==> src/rtl/eu_pkg.sv <==
// Shared definitions for the EU issue sequencer: opcodes, instruction fields, states.
// No logic; opcode classification helper only.
// Imported by eu_issue_ctrl and eu_mem_timer.
package eu_pkg;

    localparam logic [3:0] OP_ALU_MIN = 4'h0;
    localparam logic [3:0] OP_ALU_MAX = 4'h3;
    localparam logic [3:0] OP_LD      = 4'h4;
    localparam logic [3:0] OP_ST      = 4'h5;
    localparam logic [3:0] OP_NOP     = 4'hF;

    localparam int OPC_HI  = 15;
    localparam int OPC_LO  = 12;
    localparam int DEST_HI = 11;
    localparam int DEST_LO = 9;
    localparam int SRCA_HI = 8;
    localparam int SRCA_LO = 6;
    localparam int SRCB_HI = 5;
    localparam int SRCB_LO = 3;

    localparam logic [15:0] IR_NOP = 16'hF000;

    typedef enum logic [2:0] {
        ST_IDLE,
        ST_ISSUE,
        ST_LD_WAIT,
        ST_ST_WAIT,
        ST_WB
    } eu_seq_state_t;

    typedef enum logic [2:0] {
        CLS_ALU,
        CLS_LD,
        CLS_ST,
        CLS_NOP,
        CLS_ILL
    } op_class_t;

    function automatic op_class_t op_class(input logic [3:0] opc);
        op_class_t cls;
        if (opc <= OP_ALU_MAX)   cls = CLS_ALU;
        else if (opc == OP_LD)   cls = CLS_LD;
        else if (opc == OP_ST)   cls = CLS_ST;
        else if (opc == OP_NOP)  cls = CLS_NOP;
        else                     cls = CLS_ILL;
        return cls;
    endfunction

endpackage

==> src/rtl/eu_mem_timer.sv <==
// Memory-wait watchdog: counts cycles while enabled, flags the last allowed cycle.
// Latency: expired is combinational from the registered count.
// Backpressure: none; clear has priority over enable.
module eu_mem_timer
    import eu_pkg::*;
#(
    parameter int MEM_TIMEOUT = 16
) (
    input  logic clk,
    input  logic reset,
    input  logic clear,
    input  logic enable,
    output logic expired
);

    logic [7:0] count;

    always_ff @(posedge clk or negedge reset) begin
        if (!reset) begin
            count <= 8'd0;
        end else if (clear) begin
            count <= 8'd0;
        end else if (enable) begin
            count <= count + 8'd1;
        end
    end

    assign expired = enable && (count == 8'(MEM_TIMEOUT - 1));

endmodule

==> src/rtl/eu_issue_ctrl.sv <==
// Single-issue sequencer driving EU operand/opcode inputs and gating RF/DMEM writes.
// Latency accept->retire: ALU 3, LD 4+wait, ST 3+wait cycles.
// Backpressure: instr_ready only in IDLE; memory waits stall until dmem_ack or timeout.
module eu_issue_ctrl
    import eu_pkg::*;
#(
    parameter int MEM_TIMEOUT = 16,
    parameter int CNT_W       = 16
) (
    input  logic             clk,
    input  logic             reset,
    input  logic             instr_valid,
    output logic             instr_ready,
    input  logic [15:0]      instr,
    output logic [3:0]       eu_opcode,
    output logic [2:0]       eu_opA_adr,
    output logic [2:0]       eu_opB_adr,
    output logic [2:0]       eu_dest,
    output logic             dmem_req,
    input  logic             dmem_ack,
    output logic             rf_wr_gate,
    output logic             dmem_wr_gate,
    output logic             busy,
    output logic             err_illegal,
    output logic             err_timeout,
    input  logic             err_clr,
    output logic [CNT_W-1:0] retire_count
);

    eu_seq_state_t state, state_nxt;
    logic [15:0]   ir;
    op_class_t     in_cls, ir_cls;
    logic          ir_load;
    logic          retire;
    logic          set_illegal;
    logic          set_timeout;
    logic          tmr_clear;
    logic          tmr_en;
    logic          tmr_expired;
    logic          unused_rsvd;

    assign in_cls      = op_class(instr[OPC_HI:OPC_LO]);
    assign ir_cls      = op_class(ir[OPC_HI:OPC_LO]);
    assign unused_rsvd = ^{instr[2:0], ir[2:0]};

    eu_mem_timer #(
        .MEM_TIMEOUT (MEM_TIMEOUT)
    ) u_timer (
        .clk     (clk),
        .reset   (reset),
        .clear   (tmr_clear),
        .enable  (tmr_en),
        .expired (tmr_expired)
    );

    always_comb begin
        state_nxt    = state;
        ir_load      = 1'b0;
        retire       = 1'b0;
        set_illegal  = 1'b0;
        set_timeout  = 1'b0;
        tmr_clear    = 1'b0;
        tmr_en       = 1'b0;
        instr_ready  = 1'b0;
        dmem_req     = 1'b0;
        rf_wr_gate   = 1'b0;
        dmem_wr_gate = 1'b0;
        busy         = 1'b1;
        eu_opcode    = ir[OPC_HI:OPC_LO];
        eu_opA_adr   = ir[SRCA_HI:SRCA_LO];
        eu_opB_adr   = ir[SRCB_HI:SRCB_LO];
        eu_dest      = ir[DEST_HI:DEST_LO];
        case (state)
            ST_IDLE: begin
                busy        = 1'b0;
                instr_ready = 1'b1;
                eu_opcode   = OP_NOP;
                eu_opA_adr  = 3'd0;
                eu_opB_adr  = 3'd0;
                eu_dest     = 3'd0;
                if (instr_valid) begin
                    case (in_cls)
                        CLS_ALU, CLS_LD, CLS_ST: begin
                            ir_load   = 1'b1;
                            state_nxt = ST_ISSUE;
                        end
                        CLS_NOP: retire      = 1'b1;
                        default: set_illegal = 1'b1;
                    endcase
                end
            end
            ST_ISSUE: begin
                tmr_clear = 1'b1;
                case (ir_cls)
                    CLS_LD:  state_nxt = ST_LD_WAIT;
                    CLS_ST:  state_nxt = ST_ST_WAIT;
                    default: state_nxt = ST_WB;
                endcase
            end
            ST_LD_WAIT: begin
                dmem_req = 1'b1;
                tmr_en   = 1'b1;
                if (dmem_ack) begin
                    state_nxt = ST_WB;
                end else if (tmr_expired) begin
                    set_timeout = 1'b1;
                    state_nxt   = ST_IDLE;
                end
            end
            ST_ST_WAIT: begin
                dmem_req     = 1'b1;
                dmem_wr_gate = 1'b1;
                tmr_en       = 1'b1;
                // Ack on the expiry cycle still completes the store.
                if (dmem_ack) begin
                    retire    = 1'b1;
                    state_nxt = ST_IDLE;
                end else if (tmr_expired) begin
                    set_timeout = 1'b1;
                    state_nxt   = ST_IDLE;
                end
            end
            ST_WB: begin
                rf_wr_gate = 1'b1;
                retire     = 1'b1;
                state_nxt  = ST_IDLE;
            end
            default: state_nxt = ST_IDLE;
        endcase
    end

    always_ff @(posedge clk or negedge reset) begin
        if (!reset) begin
            state <= ST_IDLE;
            ir    <= IR_NOP;
        end else begin
            state <= state_nxt;
            if (ir_load) begin
                ir <= instr;
            end
        end
    end

    // A set event in the same cycle as err_clr keeps the flag high.
    always_ff @(posedge clk or negedge reset) begin
        if (!reset) begin
            err_illegal  <= 1'b0;
            err_timeout  <= 1'b0;
            retire_count <= '0;
        end else begin
            err_illegal <= set_illegal | (err_illegal & ~err_clr);
            err_timeout <= set_timeout | (err_timeout & ~err_clr);
            if (retire) begin
                retire_count <= retire_count + CNT_W'(1);
            end
        end
    end

endmodule

==> config.mk <==
export PLATFORM = sky130hd
export DESIGN_NAME = eu_issue_ctrl
export DESIGN_NICKNAME = d
export VERILOG_FILES = /design/src/rtl/eu_pkg.sv /design/src/rtl/eu_mem_timer.sv /design/src/rtl/eu_issue_ctrl.sv
export SDC_FILE = /design/constraint.sdc
export NUM_CORES = 1
export LEC_CHECK = 0
export CAP_MARGIN = 10
export CORE_MARGIN = 10
export CORE_UTILIZATION = 43
export DETAILED_ROUTE_END_ITERATION = 10
export PLACE_DENSITY = 0.77
export SETUP_SLACK_MARGIN = 0.05
export SLEW_MARGIN = 20
export SYNTH_ARGS = -nofsm -noshare
export SYNTH_HDL_FRONTEND = slang
export SYNTH_SLANG_ARGS = --single-unit
==> constraint.sdc <==
create_clock -name clk -period 2.3 [get_ports clk]
set_clock_uncertainty 0.1 [all_clocks]
set_input_delay 0.46 -clock clk [delete_from_list [all_inputs] [get_ports clk]]
set_output_delay 0.46 -clock clk [all_outputs]
set_load 0.03 [all_outputs]
== Yosys cells after proc, flatten, opt, wreduce, memory -nomap -nowiden ==
Index checks and enable logic that the tools add are counted.

* Output and inout port bits: 36
* Input port bits: 21
* Word-level logic and storage cells: 81
* Bits in registers: 45

* Equality and inequality tests: 18
* Reductions and logical operators: 8
* Order comparisons: 2
* Bitwise operators: 5
* Muxes and demuxes: 40
* Add/subtract/negate cells: 2

{| class="wikitable"
|+ Operators with widths
! cell !! count
|-
| 3-bit 2-to-1 mux || 16
|-
| 1-bit 2-to-1 mux || 18
|-
| 16-bit by 1-bit adder with 16-bit output (second input constant) || 1
|-
| 4-bit by 3-bit == test with 1-bit output (second input constant) || 4
|-
| 8-bit 2-to-1 mux || 2
|-
| 3-bit by 2-bit == test with 1-bit output (second input constant) || 5
|-
| 3-bit case mux with 4 select lines || 1
|-
| 3-bit by 1-bit == test with 1-bit output (second input constant) || 3
|-
| 8-bit by 1-bit adder with 8-bit output (second input constant) || 1
|-
| 4-bit == test (second input constant) || 2
|-
| 8-bit by 4-bit == test with 1-bit output (second input constant) || 1
|-
| 4-bit by 2-bit <= comparator with 1-bit output (second input constant) || 2
|-
| 3-bit zero test || 2
|-
| 3-bit case mux with 2 select lines || 1
|-
| 4-bit 2-to-1 mux || 1
|-
| 4-bit OR reduction || 1
|-
| 3-bit == test (second input constant) || 1
|-
| 1-bit case mux with 3 select lines || 1
|-
| 3-bit OR reduction || 1
|-
| 1-bit bitwise AND || 2
|-
| 2-bit by 1-bit inequality test with 1-bit output (second input constant) || 1
|-
| 2-bit inequality test (second input constant) || 1
|-
| 1-bit OR || 2
|-
| 2-bit AND reduction || 1
|-
| other kinds (4) || 4
|}

== Logic depth before layout (Yosys ltp) ==
* Depth in word-level cells: 11
* Gate-level depth with buffers: 7
* Mapped depth without buffers: 6

== Hierarchy ==
A second synthesis with hierarchy kept.

* Cell total of the unflattened synthesis: 181
* Area total of the unflattened synthesis: 2039.5 µm²

{| class="wikitable"
|+ Modules (own cells, without submodules)
! module !! seq. area each (µm²) !! instances !! cells an instance !! area each (µm²)
|-
| eu_issue_ctrl || 855.8 || 1 || 141 || 1625.3
|-
| eu_mem_timer || 200.2 || 1 || 40 || 414.1
|}

== Least setup slack after synthesis ==
Ideal clock, no wire load.

* Kind: flip-flop to output port
* Start: register state[1]
* End: output port eu_opcode[0]
* Data arrival time: 1.557 ns
* Required time: 1.740 ns
* Setup slack: 0.183 ns
* Path buffers: 2
* Cell stages (with the launch flop): 5
* Path through: dfrtp_1 -> buf_4 -> nor3_4 -> clkbuf_1 -> or2_2

* Longest elaborated chain between the ends: 2

{| class="wikitable"
|+ RTL lines
! element !! line !! source
|-
| start: declaration || eu_issue_ctrl.sv:30 || <nowiki>eu_seq_state_t state, state_nxt;</nowiki>
|-
| start signal: assignment || eu_issue_ctrl.sv:137 || <nowiki>state <= state_nxt;</nowiki>
|-
| 3-bit zero test || eu_issue_ctrl.sv:73 || <nowiki>case (state)</nowiki>
|-
| 4-bit 2-to-1 mux || eu_issue_ctrl.sv:73 ||
|-
| end: declaration || eu_issue_ctrl.sv:15 || <nowiki>output logic [3:0] eu_opcode,</nowiki>
|}

No other way between the ends.

== Worst setup path in the final report ==
* Start: register state[2]
* End: output port busy

* Longest elaborated chain between the ends: 2

{| class="wikitable"
|+ RTL lines
! element !! line !! source
|-
| 3-bit zero test || eu_issue_ctrl.sv:73 ||
|-
| 1-bit 2-to-1 mux || eu_issue_ctrl.sv:73 ||
|-
| end: declaration || eu_issue_ctrl.sv:23 || <nowiki>output logic busy,</nowiki>
|}

No other way between the ends.

==> results.py <==
metrics = {
    "status": {
        "status": "finished, final reports clean",
    },
    "setup_path": {
        "cp-start-kind": "flop",
        "crit_type": "flop to primary output",
        "endpoint_kind": "primary output",
        "worst-path-max-fanout": 16,
        "required_ps": 1740,
        "cp.arrival_ps": 1610,
    },
    "drt": {
        "wl_um": 4720,
        "first_pass_iters": 4,
        "post-route-drc-count": 0,
        "drtIter0Drc": 65,
        "via_per_inst": 5.20,
        "wire_per_inst_um": 16.3,
        "ant_nets": 0,
        "vias": 1502,
    },
    "sta": {
        "finalHoldViolations": 0,
        "finalCriticalPeriod_ps": 2170,
        "finalSetupViolCount": 0,
        "fin_tns_setup_ps": 0,
        "tightest_slew_ps": 536,
        "finalCritPeriodShare_pct": 94.4,
        "rsz0062_at_grt": "false",
        "slew_headroom_pct": 64.2,
        "max_freq_ghz": 0.461,
        "slew_violations": 0,
        "worst_slack_ps": 129,
    },
    "power": {
        "p_comb_share_pct": 44.1,
        "leakage_nw": 1.21,
        "clockPowerShare_pct": 22.2,
        "total_power_w": 0.00328,
        "p_int_w": 0.00202,
        "peakVddDrop_v": 0.000712,
        "power.net_switching_w": 0.00127,
        "power_density_nw_per_um2": 1190,
        "switching_share_pct": 38.6,
        "p_seq_share_pct": 33.7,
    },
    "yosys": {
        "yosys_warnings": 0,
        "syn_avg_cell_area_sq_um": 11.6,
        "netlist_instances": 176,
        "yosys.area.top_type": "dfrtp_1",
        "synth.distinct_cells": 43,
        "syn_area_sq_um": 2040,
        "ys_seq_elements": 42,
        "synth_area_leaders": "dfrtp_1 47%, xnor2_1 6.9%, mux2_2 6.6%",
        "synth_top_area_share_pct": 46.7,
        "synth_nets": 199,
        "ys_seq_area_share_pct": 51.8,
    },
    "cts": {
        "cts_made_buffers": 5,
        "hold_buffers": 0,
        "cts.path.max_buffers": 2,
        "cts_max_level": 2,
        "cts.sinks": 42,
        "cts_tree": "done",
        "path_clk_slew_ps": 80,
        "root_buffer": "clkbuf_8",
        "clk_latency_ps": 310,
    },
    "floorplanning": {
        "num_rows": 24,
        "initial_core_util_pct": 45.6,
        "core_region_area_sq_um": 4470,
        "die_w_um": 88.8,
        "ios": 57,
        "die_area_sq_um": 7890,
        "fp.dieH_um": 88.8,
    },
    "worst_hold_path": {
        "hold_path.class": "primary input to async pin",
    },
    "run": {
        "cap_viol_max_count": 0,
    },
    "layout": {
        "area_delta_synth_final_pct": 35.7,
        "drive_above_1_share_pct": 23.2,
        "nNetsFinal": 259,
        "antenna_cells": 0,
    },
    "placement": {
        "port-buffer-count": 53,
        "gp_congestion": 0.793,
        "pre_cts_slack_ps": 74.5,
        "hpwl_um": 3500,
    },
    "grt": {
        "grt_pass1_wl_um": 7630,
        "grt_max_degree": 43,
        "grt_pass1_vias": 1568,
        "grt.overflow.total": 0,
        "grt_usage_pct": 12.7,
        "antenna_found_initial": 0,
    },
}
==> layout by cell type (no fill, tap or decap), drive strengths merged, types with 6 or more instances in the layout <==
master,count
buf,11
clkbuf,6
clkdlybuf4s50,34
dfrtp,38
dlygate4sd2,13
mux2,13
nand2,16
nand3,11
nor2,12
nor2b,9
xnor2,16
==> sequential cells by signal (all words and copies together), names as in the netlist <==
register,cells
err_illegal,1
u_timer.count,8
state,3
err_timeout,1
retire_count,16
ir,13
==> worst max-delay path: stages, from the launching register on <==
cell and delay [ps]:
dfrtp_1 480, nor3_4 250, buf_12 160, inv_1 60
dlygate4sd2_1 360
==> path summary, 6_finish.rpt <==
check | cells past startpoint | end | slack [ps] | startpoint
max | 4 | busy | 130 | state[2]
min | 2 | err_illegal | 110 | reset
max reg2reg | 6 | retire_count[6] | 470 | state[1]
min reg2reg | 1 | retire_count[15] | 370 | retire_count[15]
max in group asynchronous | 2 | ir[15] | 1600 | reset
min in group clk | 1 | retire_count[15] | 370 | retire_count[15]
==> power by group through the flow <==
stage                     Combinational (W)  Sequential, W  Clock (W)
after floorplan                    0.000875        0.00116          0
after global placement              0.00153        0.00111          0
after detailed placement            0.00154        0.00112          0
after CTS                           0.00147        0.00111   0.000745
after global routing                0.00155        0.00113   0.000770
final                               0.00145        0.00111   0.000729
==> area by class of cell <==
| class | instances | area, sq um |
|---|---|---|
| clock inverter | 2 | 60.1 |
| tap | 52 | 65.1 |
| sequential | 42 | 1060 |
| timing repair buffer | 58 | 547 |
| clock buffer | 6 | 82.6 |
| fill | 383 | 1710 |
| multi-input combinational | 124 | 936 |
| inverter | 5 | 18.8 |
==> per-layer routing <==
metal / global-route usage (%) / vias up / wire (um)
li1: - / 718 / -
met1: 14.0 / 732 / 1980
met2: 20.3 / 45 / 2220
met3: 6.34 / 7 / 438
met4: 5.43 / 0 / 85
met5: 0 / - / 0
==> through the flow <==
stage | util, % | cells | hold slack, ps | area [sq um]
floorplan | - | 176 | 64.4 | 2040
global placement | 59.0 | 281 | 361 | 2640
detailed placement | 59.0 | 281 | 364 | 2640
CTS | 61.8 | 289 | 126 | 2770
global route | 61.8 | 289 | 147 | 2770
finish | 61.8 | 289 | 107 | 2770
==> kinds of logic (layout without fill, tap and decap cells) <==
kind of cell | Yosys count | after routing | share of synthesized area (%)
fa+ha+maj | 2 | 2 | 1.23
xor+xnor | 21 | 21 | 9.02
flops | 42 | 42 | 51.8
mux | 13 | 13 | 7.18
compound gates | 13 | 13 | 5.95
simple gates | 75 | 75 | 22.5
buf+inv | 10 | 71 | 2.27
==> repair_timing <==
| action | CTS | global route |
|---|---|---|
| resized for setup | 13 | 0 |
| setup endpoints to repair | 13 | 0 |
| buffers inserted | 0 | 0 |
==> cells in the mapped netlist, drive strengths merged <==
library cell and number:
nand3b 2, a21o 1, nand2b 3, nor2b 9
o21ai 2, nand4 4, clkbuf 2, and3 1
inv 5, ha 2, o41ai 1, xnor2 16
nand3 11, a22oi 1, a21oi 5, and4 4
and2 3, buf 3, a211oi 1, dfstp 4
nor3 2, or2 4, nand2 16, o22ai 1
a31oi 1, dfrtp 38, xor2 5, mux2 13
nor2 12, nand4b 1, nor4 2, nor3b 1
No activity file was read; power rests on OpenSTA's default activity.
==> RTL edit 1 (same flow settings) <==
Put one more register stage on the output `retire_count`, cleared by the reset. The value now appears one clock later. The other outputs are not delayed to match.
--- a/src/rtl/eu_issue_ctrl.sv
+++ b/src/rtl/eu_issue_ctrl.sv
@@ -26,6 +26,8 @@
     input  logic             err_clr,
     output logic [CNT_W-1:0] retire_count
 );
+
+    logic [CNT_W-1:0] retire_count_s0;
 
     eu_seq_state_t state, state_nxt;
     logic [15:0]   ir;
@@ -146,13 +148,21 @@
         if (!reset) begin
             err_illegal  <= 1'b0;
             err_timeout  <= 1'b0;
-            retire_count <= '0;
+            retire_count_s0 <= '0;
         end else begin
             err_illegal <= set_illegal | (err_illegal & ~err_clr);
             err_timeout <= set_timeout | (err_timeout & ~err_clr);
             if (retire) begin
-                retire_count <= retire_count + CNT_W'(1);
+                retire_count_s0 <= retire_count_s0 + CNT_W'(1);
             end
+        end
+    end
+
+    always_ff @(posedge clk or negedge reset) begin
+        if (!reset) begin
+            retire_count <= '0;
+        end else begin
+            retire_count <= retire_count_s0;
         end
     end
 
Check against the original RTL: not equivalent (Yosys sat finds a counterexample within 4 cycles, from zero or initial values and one cycle with reset low).
==> RTL edit 1 against the original RTL <==
  * Utilization is 1.1 points lower
  * Routed wire length is 7.6% higher
  * Total power is 19% higher
  * Design area is 20% higher
  * Non-clock buffer count is 7 higher
  * Critical path depth stayed put
  * Synthesized area is 19% higher
  * Setup slack better by 0.019 ns
  * Clock power is 44% higher
  * Sequential cell count is 16 higher
==> RTL edit 1: results (changes against the original RTL) <==
Layout
  – Syn-to-layout area delta: 37.4% (was 35.7%)
  – Final-layout fill cell count: 480 (was 383)
  – Proportion of layout cells with a drive suffix above 1: 0.243 (was 0.232)
  – Layout Nets: 287 (was 259)
  – Regs by FF count: retire_count x16, retire_count_s0 x16, ir x13 (was retire_count x16, ir x13, u_timer.count x8)
  – Number of cells in the finished layout apart from fillers: 340 (was 289)

Placement
  – Placed standard-cell area: 3120 um2 (was 2640 um2)
  – Post-Place Setup Slack: 0.0540 ns (was 0.0745 ns)
  – Number of instances in the placed design: 325 (was 281)
  – Post-DP HPWL: 3700 um (was 3500 um)

Timing
  – Worst rel slew slack: 0.588 (was 0.642)
  – Final worst hold slack: 0.0461 ns (was 0.107 ns)
  – Min Clock Period, post-route: 2.15 ns (was 2.17 ns)

Clock network
  – H-tree depth: 3 (was 2)
  – Clock transition at path regs: 0.06 ns (was 0.08 ns)
  – Clock buffer count from CTS: 9 (was 5)

Global routing
  – Wire length of the first global-routing pass: 8490 um (was 7630 um)
  – Number of global-route vias before repair: 1778 (was 1568)

Logic synthesis
  – Seq/Total Area, Yosys: 0.602 (was 0.518)
  – Post-Synthesis Cells: 192 (was 176)
  – Net Count, Synth: 215 (was 199)

Power and ir drop
  – Power dissipated in sequential cells: 1.42 mW (was 1.11 mW)
  – Leak Pwr: 1.53 nW (was 1.21 nW)
  – Switching share of total power: 0.348 (was 0.386)
  – VDD IR-drop max: 0.606 mV (was 0.712 mV)
  – Net Switching: 1.36 mW (was 1.27 mW)

Drt
  – Iteration-0 DRC count of the detailed router: 33 (was 65)
  – Vias after detailed routing: 1683 (was 1502)
  – Total detailed-routing wirelength: 5080 um (was 4720 um)

Worst setup path
  – Data arrival time of the worst path: 1.59 ns (was 1.61 ns)
  – Largest fanout of any net on the critical path: 17 (was 16)

Status
  – Run status: complete, no violations (unchanged)
==> RTL edit 1: cell types whose count changed in the layout (fill, tap and decap cells not counted), moves of 3 or more <==
cell / change
sky130_fd_sc_hd__clkbuf_8: +5
sky130_fd_sc_hd__and3_1: +3
sky130_fd_sc_hd__dfrtp_1: +16
sky130_fd_sc_hd__nand4_1: -3
sky130_fd_sc_hd__xor2_1: +5
sky130_fd_sc_hd__buf_4: +6
sky130_fd_sc_hd__nand3_1: +4
sky130_fd_sc_hd__nor3_1: +3
sky130_fd_sc_hd__xnor2_1: -6
==> RTL edit 1: critical path: stages, from the launching register on <==
cell	delay, ns
sky130_fd_sc_hd__dfrtp_1	0.46
sky130_fd_sc_hd__nor3_4	0.24
sky130_fd_sc_hd__buf_12	0.16
sky130_fd_sc_hd__nor2b_1	0.04
sky130_fd_sc_hd__dlygate4sd2_1	0.35
==> RTL edit 1: timing repair <==
action	CTS	global route
resized for setup	13	3
endpoints found under the hold margin	0	0
setup endpoints to repair	13	2
setup buffers	0	0
==> RTL edit 1: logic make-up (layout without fill, tap and decap cells) <==
family | after synthesis | count (layout) | share of synthesized area
fa+ha+maj | 2 | 2 | 0.0103
simple gates | 75 | 75 | 0.192
xor+xnor | 20 | 20 | 0.0724
flops | 58 | 58 | 0.602
mux | 13 | 13 | 0.0605
buf+inv | 9 | 85 | 0.0166
compound gates | 15 | 15 | 0.0455
==> RTL edit 1: final cells by class <==
class	count	area share
clock inverter	4	0.0226
multi-input combinational	125	0.277
timing repair buffer	65	0.183
inverter	5	0.00565
clock buffer	11	0.0456
tap	72	0.0271
sequential	58	0.438
==> RTL edit 1: layer usage <==
metal,vias to the layer above,global-route usage,part of all wire
met5,-,0,0
li1,797,-,-
met2,41,0.186,0.49
met4,0,0.0524,0.012
met1,839,0.142,0.43
met3,6,0.0484,0.067
==> RTL edit 2 (same settings) <==
Without the edit above. `MEM_TIMEOUT` is set to 16 in 2 places; all go to 8.
--- a/src/rtl/eu_mem_timer.sv
+++ b/src/rtl/eu_mem_timer.sv
@@ -4,7 +4,7 @@
 module eu_mem_timer
     import eu_pkg::*;
 #(
-    parameter int MEM_TIMEOUT = 16
+    parameter int MEM_TIMEOUT = 8
 ) (
     input  logic clk,
     input  logic reset,
--- a/src/rtl/eu_issue_ctrl.sv
+++ b/src/rtl/eu_issue_ctrl.sv
@@ -4,7 +4,7 @@
 module eu_issue_ctrl
     import eu_pkg::*;
 #(
-    parameter int MEM_TIMEOUT = 16,
+    parameter int MEM_TIMEOUT = 8,
     parameter int CNT_W       = 16
 ) (
     input  logic             clk,
Formal check against the unedited RTL: same outputs for any inputs over 10 cycles, from zero or initial values and one cycle with reset low; that may be too few to reach the edited logic, so the function may still have changed.
==> RTL edit 2 against the original RTL <==
  * Final cell count rose by 2.8%
  * Largest cell class unchanged
  * Synthesized area is 0.80% lower
  * First-iteration DRC count grew 78%
  * Clock power shrank 33%
  * Hold slack gained 0.021 ns
  * Total power is 7.1% lower
  * Sequential cell count did not move
  * Setup slack better by 0.020 ns
  * Highest routed layer unchanged
  * Synthesized cell count up 2.8%
  * Routed wire length is 3.7% lower
  * Design area decreased by 2.3%
==> RTL edit 2: results (changes against the original RTL) <==
Status
  – Run status: complete, no violations (unchanged)

Layout
  – Layout Nets: 267 (was 259)
  – Clkbuf count: 8 (was 6)
  – Multi-input gate area: 897 um2 (was 936 um2)
  – Final-layout fill cell count: 400 (was 383)
  – Signal buffers share of area: 0.206 (was 0.198)
  – Fraction of area in clock buffers and inverters: 0.0333 (was 0.0516)
  – Number of buffers other than clock buffers in the final layout: 63 (was 58)
  – Logic inverters: 8 (was 5)
  – Sequential share of cell area: 0.392 (was 0.382)
  – FFs & Latches: 42 (unchanged)
  – Proportion of layout cells with a drive suffix above 1: 0.237 (was 0.232)
  – Number of cells in the finished layout apart from fillers: 297 (was 289)
  – Cell area after layout: 2700 um2 (was 2770 um2)

Timing
  – Final worst setup slack: 0.149 ns (was 0.129 ns)
  – Final worst hold slack: 0.128 ns (was 0.107 ns)
  – Worst rel slew slack: 0.606 (was 0.642)

Global routing
  – Met2 track utilization from global routing: 0.194 (was 0.203)
  – Met3 Resource Use GR: 0.0643 (was 0.0634)
  – Aggregate global-route resource usage: 0.129 (was 0.127)
  – Number of global-route vias before repair: 1669 (was 1568)
  – Grt met1 use: 0.151 (was 0.140)

Logic synthesis
  – Seq/Total Area, Yosys: 0.522 (was 0.518)
  – Top post-synthesis cells by count: 38 x sky130_fd_sc_hd__dfrtp_1, 16 x sky130_fd_sc_hd__xnor2_1, 13 x sky130_fd_sc_hd__mux2_2, 11 x sky130_fd_sc_hd__nand2_1, 11 x sky130_fd_sc_hd__nand4_1 (was 38 x sky130_fd_sc_hd__dfrtp_1, 16 x sky130_fd_sc_hd__xnor2_1, 14 x sky130_fd_sc_hd__nand2_1, 12 x sky130_fd_sc_hd__mux2_2, 11 x sky130_fd_sc_hd__nor2_1)
  – Number of distinct standard cells referenced by the synthesized netlist: 40 (was 43)
  – Net Count, Synth: 204 (was 199)

Drt
  – Total detailed-routing wirelength: 4550 um (was 4720 um)
  – Drt via density: 5.15 (was 5.20)
  – Top routing layer in use: met4 (unchanged)
  – Amount of wire on met2 after detailed routing: 2090 um (was 2220 um)
  – Iteration-0 DRC count of the detailed router: 116 (was 65)
  – Post-route met1 wirelength: 2000 um (was 1980 um)
  – Metal3 WL: 393 um (was 438 um)

Power and ir drop
  – Leak Pwr: 1.22 nW (was 1.21 nW)
  – Internal power: 1.81 mW (was 2.02 mW)
  – VDD IR-drop max: 0.828 mV (was 0.712 mV)
  – Sequential group share of total power: 0.359 (was 0.337)

Clock network
  – Later-pin clock latency in the skew report: 0.30 ns

Min path
  – Worst hold-check path type: in2async (unchanged)

Placement
  – Post-DP HPWL: 3420 um (was 3500 um)
  – Placed standard-cell area: 2620 um2 (was 2640 um2)
  – Number of instances in the placed design: 287 (was 281)
  – Post-Place Setup Slack: 0.125 ns (was 0.0745 ns)
  – Gpl congestion: 0.788 (was 0.793)

Worst setup path
  – Largest fanout of any net on the critical path: 8 (was 16)
  – Reg-to-reg critical path endpoint: retire_count[10] (was retire_count[6])
  – Number of cell instances on the worst register-to-register path: 5 (was 6)
  – Crit path capture: eu_opcode[3] (was busy)
## RTL edit 2: cell count changes after synthesis, moves of 3 or more
cell                      change
sky130_fd_sc_hd__o21ai_0      +3
sky130_fd_sc_hd__nand3_1      -3
sky130_fd_sc_hd__and3_1       +5
sky130_fd_sc_hd__nor3b_1      +3
sky130_fd_sc_hd__nor2_1       -4
sky130_fd_sc_hd__nand4_1      +7
sky130_fd_sc_hd__nand2_1      -3
## RTL edit 2: cells by family (layout without fill, tap and decap cells)
| group | after synthesis | after routing | share of synthesized area |
|---|---|---|---|
| AOI/OAI and AO/OA | 16 | 16 | 0.0526 |
| xor gates and xnor gates | 19 | 19 | 0.0823 |
| adders and majority gates | 2 | 2 | 0.0124 |
| buffers and inverters | 15 | 79 | 0.0365 |
| DFF | 42 | 42 | 0.522 |
| muxes | 13 | 13 | 0.0724 |
| and+or+nand+nor | 74 | 74 | 0.222 |
## RTL edit 2: repair_timing
item	CTS	global route
pin swaps	0	0
setup buffers	2	0
resized for setup	21	10
endpoints found under the setup margin	13	7
